## src/rtl/hack_pkg.sv

```systemverilog
// Shared definitions for the multi-cycle Hack core: FSM states, C-instruction
// field positions and the jump-condition helper.
package hack_pkg;

  typedef enum logic [1:0] {
    DECODE = 2'd0,
    READ   = 2'd1,
    WRITE  = 2'd2,
    HALT   = 2'd3
  } state_e;

  localparam int C_A  = 12;
  localparam int C_ZX = 11;
  localparam int C_NX = 10;
  localparam int C_ZY = 9;
  localparam int C_NY = 8;
  localparam int C_F  = 7;
  localparam int C_NO = 6;
  localparam int C_DA = 5;
  localparam int C_DD = 4;
  localparam int C_DM = 3;

  localparam int J_LT = 2;
  localparam int J_EQ = 1;
  localparam int J_GT = 0;

  function automatic logic jump_taken(input logic [2:0] j, input logic zr, input logic ng);
    return (j[J_LT] & ng) | (j[J_EQ] & zr) | (j[J_GT] & ~ng & ~zr);
  endfunction

endpackage

```

## src/rtl/hack_alu.sv

```systemverilog
// Combinational Hack ALU: zx/nx/zy/ny/f/no on a WIDTH-bit datapath.
module hack_alu #(
  parameter int WIDTH = 16
) (
  input  logic [WIDTH-1:0] x,
  input  logic [WIDTH-1:0] y,
  input  logic             zx,
  input  logic             nx,
  input  logic             zy,
  input  logic             ny,
  input  logic             f,
  input  logic             no,
  output logic [WIDTH-1:0] out,
  output logic             zr,
  output logic             ng
);

  logic [WIDTH-1:0] xs;
  logic [WIDTH-1:0] ys;
  logic [WIDTH-1:0] res;

  always_comb begin
    xs = zx ? '0 : x;
    if (nx) xs = ~xs;
    ys = zy ? '0 : y;
    if (ny) ys = ~ys;
    res = f ? (xs + ys) : (xs & ys);
    if (no) res = ~res;
  end

  assign out = res;
  assign zr  = (res == '0);
  assign ng  = res[WIDTH-1];

endmodule

```

## src/rtl/hack_cpu_mc.sv

```systemverilog
// Multi-cycle Hack CPU: one-cycle register ops, handshaked memory reads and
// writes, and a terminal HALT state entered on a jump to itself.
module hack_cpu_mc
  import hack_pkg::*;
#(
  parameter int WIDTH = 16,
  parameter int AW    = 15,
  parameter int CNT_W = 32
) (
  input  logic             clock,
  input  logic             reset,
  input  logic [WIDTH-1:0] instruction,
  input  logic [WIDTH-1:0] inM,
  input  logic             mem_ready,
  output logic [WIDTH-1:0] outM,
  output logic             writeM,
  output logic             readM,
  output logic [AW-1:0]    addressM,
  output logic [AW-1:0]    pc,
  output logic             halted,
  output logic [CNT_W-1:0] retire_count
);

  state_e           state_q, state_d;
  logic [WIDTH-1:0] a_q, a_d;
  logic [WIDTH-1:0] d_q, d_d;
  logic [WIDTH-1:0] wdata_q, wdata_d;
  logic [AW-1:0]    pc_q, pc_d;
  logic [CNT_W-1:0] retire_q, retire_d;

  logic             is_c, use_m, dst_a, dst_d, dst_m;
  logic [2:0]       jbits;
  logic [WIDTH-1:0] alu_y, alu_out;
  logic             alu_zr, alu_ng;
  logic             commit, jump, res_zr, res_ng;
  logic [WIDTH-1:0] res;
  logic [AW-1:0]    pc_inc;

  assign is_c   = instruction[WIDTH-1];
  assign use_m  = instruction[C_A];
  assign dst_a  = instruction[C_DA];
  assign dst_d  = instruction[C_DD];
  assign dst_m  = instruction[C_DM];
  assign jbits  = instruction[J_LT:J_GT];
  assign alu_y  = use_m ? inM : a_q;
  assign pc_inc = pc_q + AW'(1);

  hack_alu #(.WIDTH(WIDTH)) u_alu (
    .x  (d_q),
    .y  (alu_y),
    .zx (instruction[C_ZX]),
    .nx (instruction[C_NX]),
    .zy (instruction[C_ZY]),
    .ny (instruction[C_NY]),
    .f  (instruction[C_F]),
    .no (instruction[C_NO]),
    .out(alu_out),
    .zr (alu_zr),
    .ng (alu_ng)
  );

  always_ff @(posedge clock or posedge reset) begin
    if (reset) begin
      state_q  <= DECODE;
      a_q      <= '0;
      d_q      <= '0;
      wdata_q  <= '0;
      pc_q     <= '0;
      retire_q <= '0;
    end else begin
      state_q  <= state_d;
      a_q      <= a_d;
      d_q      <= d_d;
      wdata_q  <= wdata_d;
      pc_q     <= pc_d;
      retire_q <= retire_d;
    end
  end

  always_comb begin
    state_d  = state_q;
    a_d      = a_q;
    d_d      = d_q;
    wdata_d  = wdata_q;
    pc_d     = pc_q;
    retire_d = retire_q;
    commit   = 1'b0;
    jump     = 1'b0;
    res      = alu_out;
    res_zr   = alu_zr;
    res_ng   = alu_ng;

    case (state_q)
      DECODE: begin
        if (!is_c) begin
          commit = 1'b1;
        end else if (use_m) begin
          state_d = READ;
        end else if (dst_m) begin
          wdata_d = alu_out;
          state_d = WRITE;
        end else begin
          commit = 1'b1;
        end
      end
      READ: begin
        if (mem_ready) begin
          if (dst_m) begin
            wdata_d = alu_out;
            state_d = WRITE;
          end else begin
            commit = 1'b1;
          end
        end
      end
      // inM may no longer be valid here, so the latched result drives the commit
      WRITE: begin
        if (mem_ready) begin
          commit = 1'b1;
          res    = wdata_q;
          res_zr = (wdata_q == '0);
          res_ng = wdata_q[WIDTH-1];
        end
      end
      default: ;
    endcase

    if (commit) begin
      retire_d = retire_q + CNT_W'(1);
      state_d  = DECODE;
      pc_d     = pc_inc;
      if (!is_c) begin
        a_d = {1'b0, instruction[WIDTH-2:0]};
      end else begin
        if (dst_a) a_d = res;
        if (dst_d) d_d = res;
        jump = jump_taken(jbits, res_zr, res_ng);
        if (jump) begin
          pc_d = a_q[AW-1:0];
          if (a_q[AW-1:0] == pc_q) state_d = HALT;
        end
      end
    end
  end

  assign readM        = (state_q == READ);
  assign writeM       = (state_q == WRITE);
  assign outM         = (state_q == WRITE) ? wdata_q : '0;
  assign addressM     = a_q[AW-1:0];
  assign pc           = pc_q;
  assign halted       = (state_q == HALT);
  assign retire_count = retire_q;

endmodule

```

## config.mk

```make
export PLATFORM = sky130hd
export DESIGN_NAME = hack_cpu_mc
export DESIGN_NICKNAME = d
export VERILOG_FILES = /design/src/rtl/hack_pkg.sv /design/src/rtl/hack_alu.sv /design/src/rtl/hack_cpu_mc.sv
export SDC_FILE = /design/constraint.sdc
export NUM_CORES = 1
export LEC_CHECK = 0
export ABC_AREA = 1
export CORE_ASPECT_RATIO = 0.5
export CORE_MARGIN = 2
export CORE_UTILIZATION = 51
export DETAILED_ROUTE_END_ITERATION = 10
export PLACE_DENSITY = 0.79
export SETUP_SLACK_MARGIN = 0.2
export SLEW_MARGIN = 15
export SYNTH_ARGS = -nofsm -noshare
export SYNTH_HDL_FRONTEND = slang
export SYNTH_HIERARCHICAL = 1
export SYNTH_SLANG_ARGS = --single-unit
```

## constraint.sdc

```tcl
create_clock -name clock -period 3.2 [get_ports clock]
set_clock_uncertainty 0.05 [all_clocks]
set_input_delay 0.8 -clock clock [delete_from_list [all_inputs] [get_ports clock]]
set_output_delay 0.8 -clock clock [all_outputs]
set_load 0.05 [all_outputs]
```

==> flow_metrics.py <==
metrics = {
    "sta": {
        "worstMarginPinSlew_ns": 0.5483,
        "fin_ws_ns": -0.8127,
        "drv_slew": 0,
        "min_period_ns": 4.013,
        "setup-violations-final": 41,
        "hold-worst-slack_ns": 0.4505,
        "rsz0062_at_grt": "yes",
        "relSlewSlack": 0.6333,
        "finalHoldViolCount": 0,
        "clock.fmax_mhz": 249.2,
        "finalCritPeriodShare": 1.254,
    },
    "run_status": {
        "violations": "negative setup slack",
        "status": "finished, violations left",
    },
    "critical_path": {
        "crit_type": "input port to flip-flop",
        "crit_start": "instruction[10]",
        "start_kind": "input port",
        "critPathArrivalTime_ns": 4.21,
        "r2r_start": "a_q[0]",
        "crit_path_end_kind": "flip-flop",
        "cp.required_ns": 3.40,
        "crit_path_max_fanout": 6,
    },
    "global_routing": {
        "grt_pass1_wl_um": 42600,
        "grt_max_degree": 98,
        "grt.busiest_layer": "met2",
        "met2_usage": 0.5553,
        "use_met3": 0.04805,
        "overflow": 0,
        "grt_pass1_vias": 8610,
        "track_usage": 0.3160,
        "use_met1": 0.3928,
        "antenna_found_initial": 0,
    },
    "final_layout": {
        "drive_gt1_frac": 0.3144,
        "nets": 1461,
        "seqCellArea_um2": 2427,
        "diodes": 0,
        "final_core_util": 0.7589,
        "fin_area_um2": 11640,
        "syn_to_final_growth_pct": 46.40,
        "fill_cells": 1004,
        "multiInputGateArea_um2": 5522,
    },
    "clocking": {
        "clock_sinks": 97,
        "clockBufferDepth": 2,
        "h-tree-depth": 3,
        "cts_tree": "built",
        "hold_buffers": 0,
        "cts_root_buf": "clkbuf_16",
        "cts_buffers": 9,
        "clk_pin_slew_ns": 0.07,
        "clkLatencyLatePin_ns": 0.35,
    },
    "route": {
        "vias_per_cell": 5.715,
        "vias": 9235,
        "wl_um": 28780,
        "drc": 0,
        "dr.pass1.iters": 6,
        "antenna_left": 0,
        "wire_per_inst_um": 17.81,
        "drtIter0Drc": 1170,
    },
    "placed_design": {
        "gp_congestion": 0.9514,
        "placed_area_um2": 10010,
        "hpwl_um": 18530,
        "port_buffers": 115,
        "preCtsSetupSlack_ns": -1.536,
    },
    "yosys": {
        "synthAdderAreaFrac": 0.03085,
        "synth_warnings": 6,
        "synth_fp_nets": 1247,
        "synth_cell_types": 46,
        "synth_top_family_by_area": "simple AND/OR/NAND/NOR gates",
        "synth_edf_count": 0,
        "synth_compound_area_frac": 0.07382,
        "synth-main-ff-cell": "dfrtp_1",
        "synthMuxAreaShare": 0.01700,
        "async_flop_share": 1.000,
        "syn_area_um2": 7949,
        "synthCells": 1193,
        "synth-seq-cells": 97,
        "avgSynthCellArea_um2": 6.663,
        "synthXorXnorAreaFrac": 0.08484,
        "seq_area_frac_synth": 0.3054,
        "yosys.area_share.simple": 0.3568,
    },
    "die": {
        "die_x_um": 180.6,
        "rows": 32,
        "core_um2": 15330,
        "die_y_um": 92.28,
        "dieArea_um2": 16660,
        "num_io_pins": 116,
        "start_util": 0.5184,
    },
    "worst_hold_path": {
        "hp-class": "flip-flop to flip-flop",
        "hold_path_startpoint": "retire_count[30]",
    },
    "flow_run": {
        "drv_cap": 0,
    },
    "pwr": {
        "p_leak_nw": 5.806,
        "total_power_w": 0.01096,
        "vdd_drop_max_v": 0.0004467,
        "power_per_cell_area_nw_per_um2": 941.7,
    },
}
[metrics by stage]
stage	cells	TNS, ns
floorplan	1193	-8.075
global placement	1562	-51.39
detailed placement	1562	-54.61
CTS	1604	-8.654
global route	1616	-20.72
finish	1616	-17.83
[kinds of logic after synthesis]
| logic type | Yosys count |
|---|---|
| AND/OR/NAND/NOR | 646 |
| flip-flops | 97 |
| XOR/XNOR | 77 |
| adder cells (fa/ha/maj) | 19 |
| AO/OA/AOI/OAI | 106 |
| buffers and inverters | 236 |
| multiplexers | 12 |
[critical path, stage by stage]
cell           delay, ns
dlygate4sd2_1       0.24
buf_6               0.14
buf_4               0.16
xor2_1              0.16
inv_1               0.10
ha_4                0.33
nand2_4             0.08
nor2_2              0.15
nand2_1             0.14
nand3_1             0.22
nand3_2             0.17
nand2_1             0.13
nand2_1             0.07
nand2_2             0.09
nand2_1             0.07
nor2_2              0.11
nand3_2             0.11
nor2_4              0.12
nand2_2             0.08
nand2_2             0.07
nand2_2             0.06
nand3_4             0.13
buf_12              0.14
buf_12              0.12
nand3_2             0.07
nand3_2             0.09
nand2_1             0.05
[cell usage in the layout, fill, tap and decap left out, drive strengths merged, types with 3 or more instances in the layout]
cell type / instances
buf: 164
inv: 173
xor2: 62
nand4: 19
clkinvlp: 4
a31oi: 9
nor3: 13
nor4: 3
o211ai: 7
nor2: 96
clkbuf: 13
dlygate4sd2: 20
nand2: 392
nand3: 118
xnor2: 15
a21oi: 23
mux2: 12
dfrtp: 97
o22ai: 5
ha: 18
or2: 3
clkdlybuf4s50: 78
o21ai: 60
[path summary, 6_finish.rpt]
path	cells after the start	slack, ns	end
max in group asynchronous	3	1.80	wdata_q[4]
setup / recovery	27	-0.81	pc[12]
hold / removal	1	0.45	retire_count[30]
min in group asynchronous	3	0.90	a_q[2]
setup reg to reg	27	-0.61	pc[12]
hold reg to reg	1	0.45	retire_count[30]
[area by class of cell]
| type | count | area share |
|---|---|---|
| tap | 204 | 0.02193 |
| clock inverter | 5 | 0.003440 |
| clock buffer | 11 | 0.02000 |
| inverter | 174 | 0.05817 |
| multi-input combinational | 861 | 0.4745 |
| timing repair buffer | 264 | 0.2134 |
| sequential | 97 | 0.2086 |
[report_power, final]
group / internal, W / total (W) / switching (W)
Combinational: 0.00299 / 0.00783 / 0.00484
Clock: 0.000532 / 0.00102 / 0.000490
Sequential: 0.00168 / 0.00211 / 0.000427
[routing by layer]
layer  share of wire  routed length (um)  vias up
met3           0.085                2448      151
met1            0.39               11120     4358
li1                -                   -     4141
met4           0.050                1453        0
met2            0.48               13760      585
met5               0                   0        -
[timing repair]
action,CTS,global route
gates resized for setup,222,106
buffers inserted,21,11
gates cloned,5,1
pin swaps,122,61
setup endpoints to repair,66,63
[flip-flops by register name, summed over array words and instances, names as in the netlist]
name,flops
retire_count,32
a_q,16
d_q,16
wdata_q,16
pc,15
state_q,2
[synth_stat cells (3+ instances only)]
master    number  area [um2]
nand2_1      375        1408
inv_1        165       619.3
nand3_1      107       535.5
dfrtp_1       97        2427
nor2_1        87       326.6
xor2_1        62       543.0
o21ai_0       50       250.2
buf_4         22       165.2
a21oi_1       20       100.1
clkbuf_1      20       75.07
nand4_1       19       118.9
ha_1          18       225.2
xnor2_1       15       131.4
nand2_2       14       87.58
buf_2         13       65.06
mux2_2        10       112.6
nor3_1        10       50.05
a31oi_1        9       56.30
nand3_2        9       90.09
o21ai_1        9       45.04
nor2_2         7       43.79
o211ai_1       7       52.55
inv_2          6       22.52
o22ai_1        5       31.28
clkbuf_8       4       55.05
a21oi_2        3       26.28
nor4_1         3       18.77
or2_2          3       18.77
No activity file was read; power rests on OpenSTA's default activity.
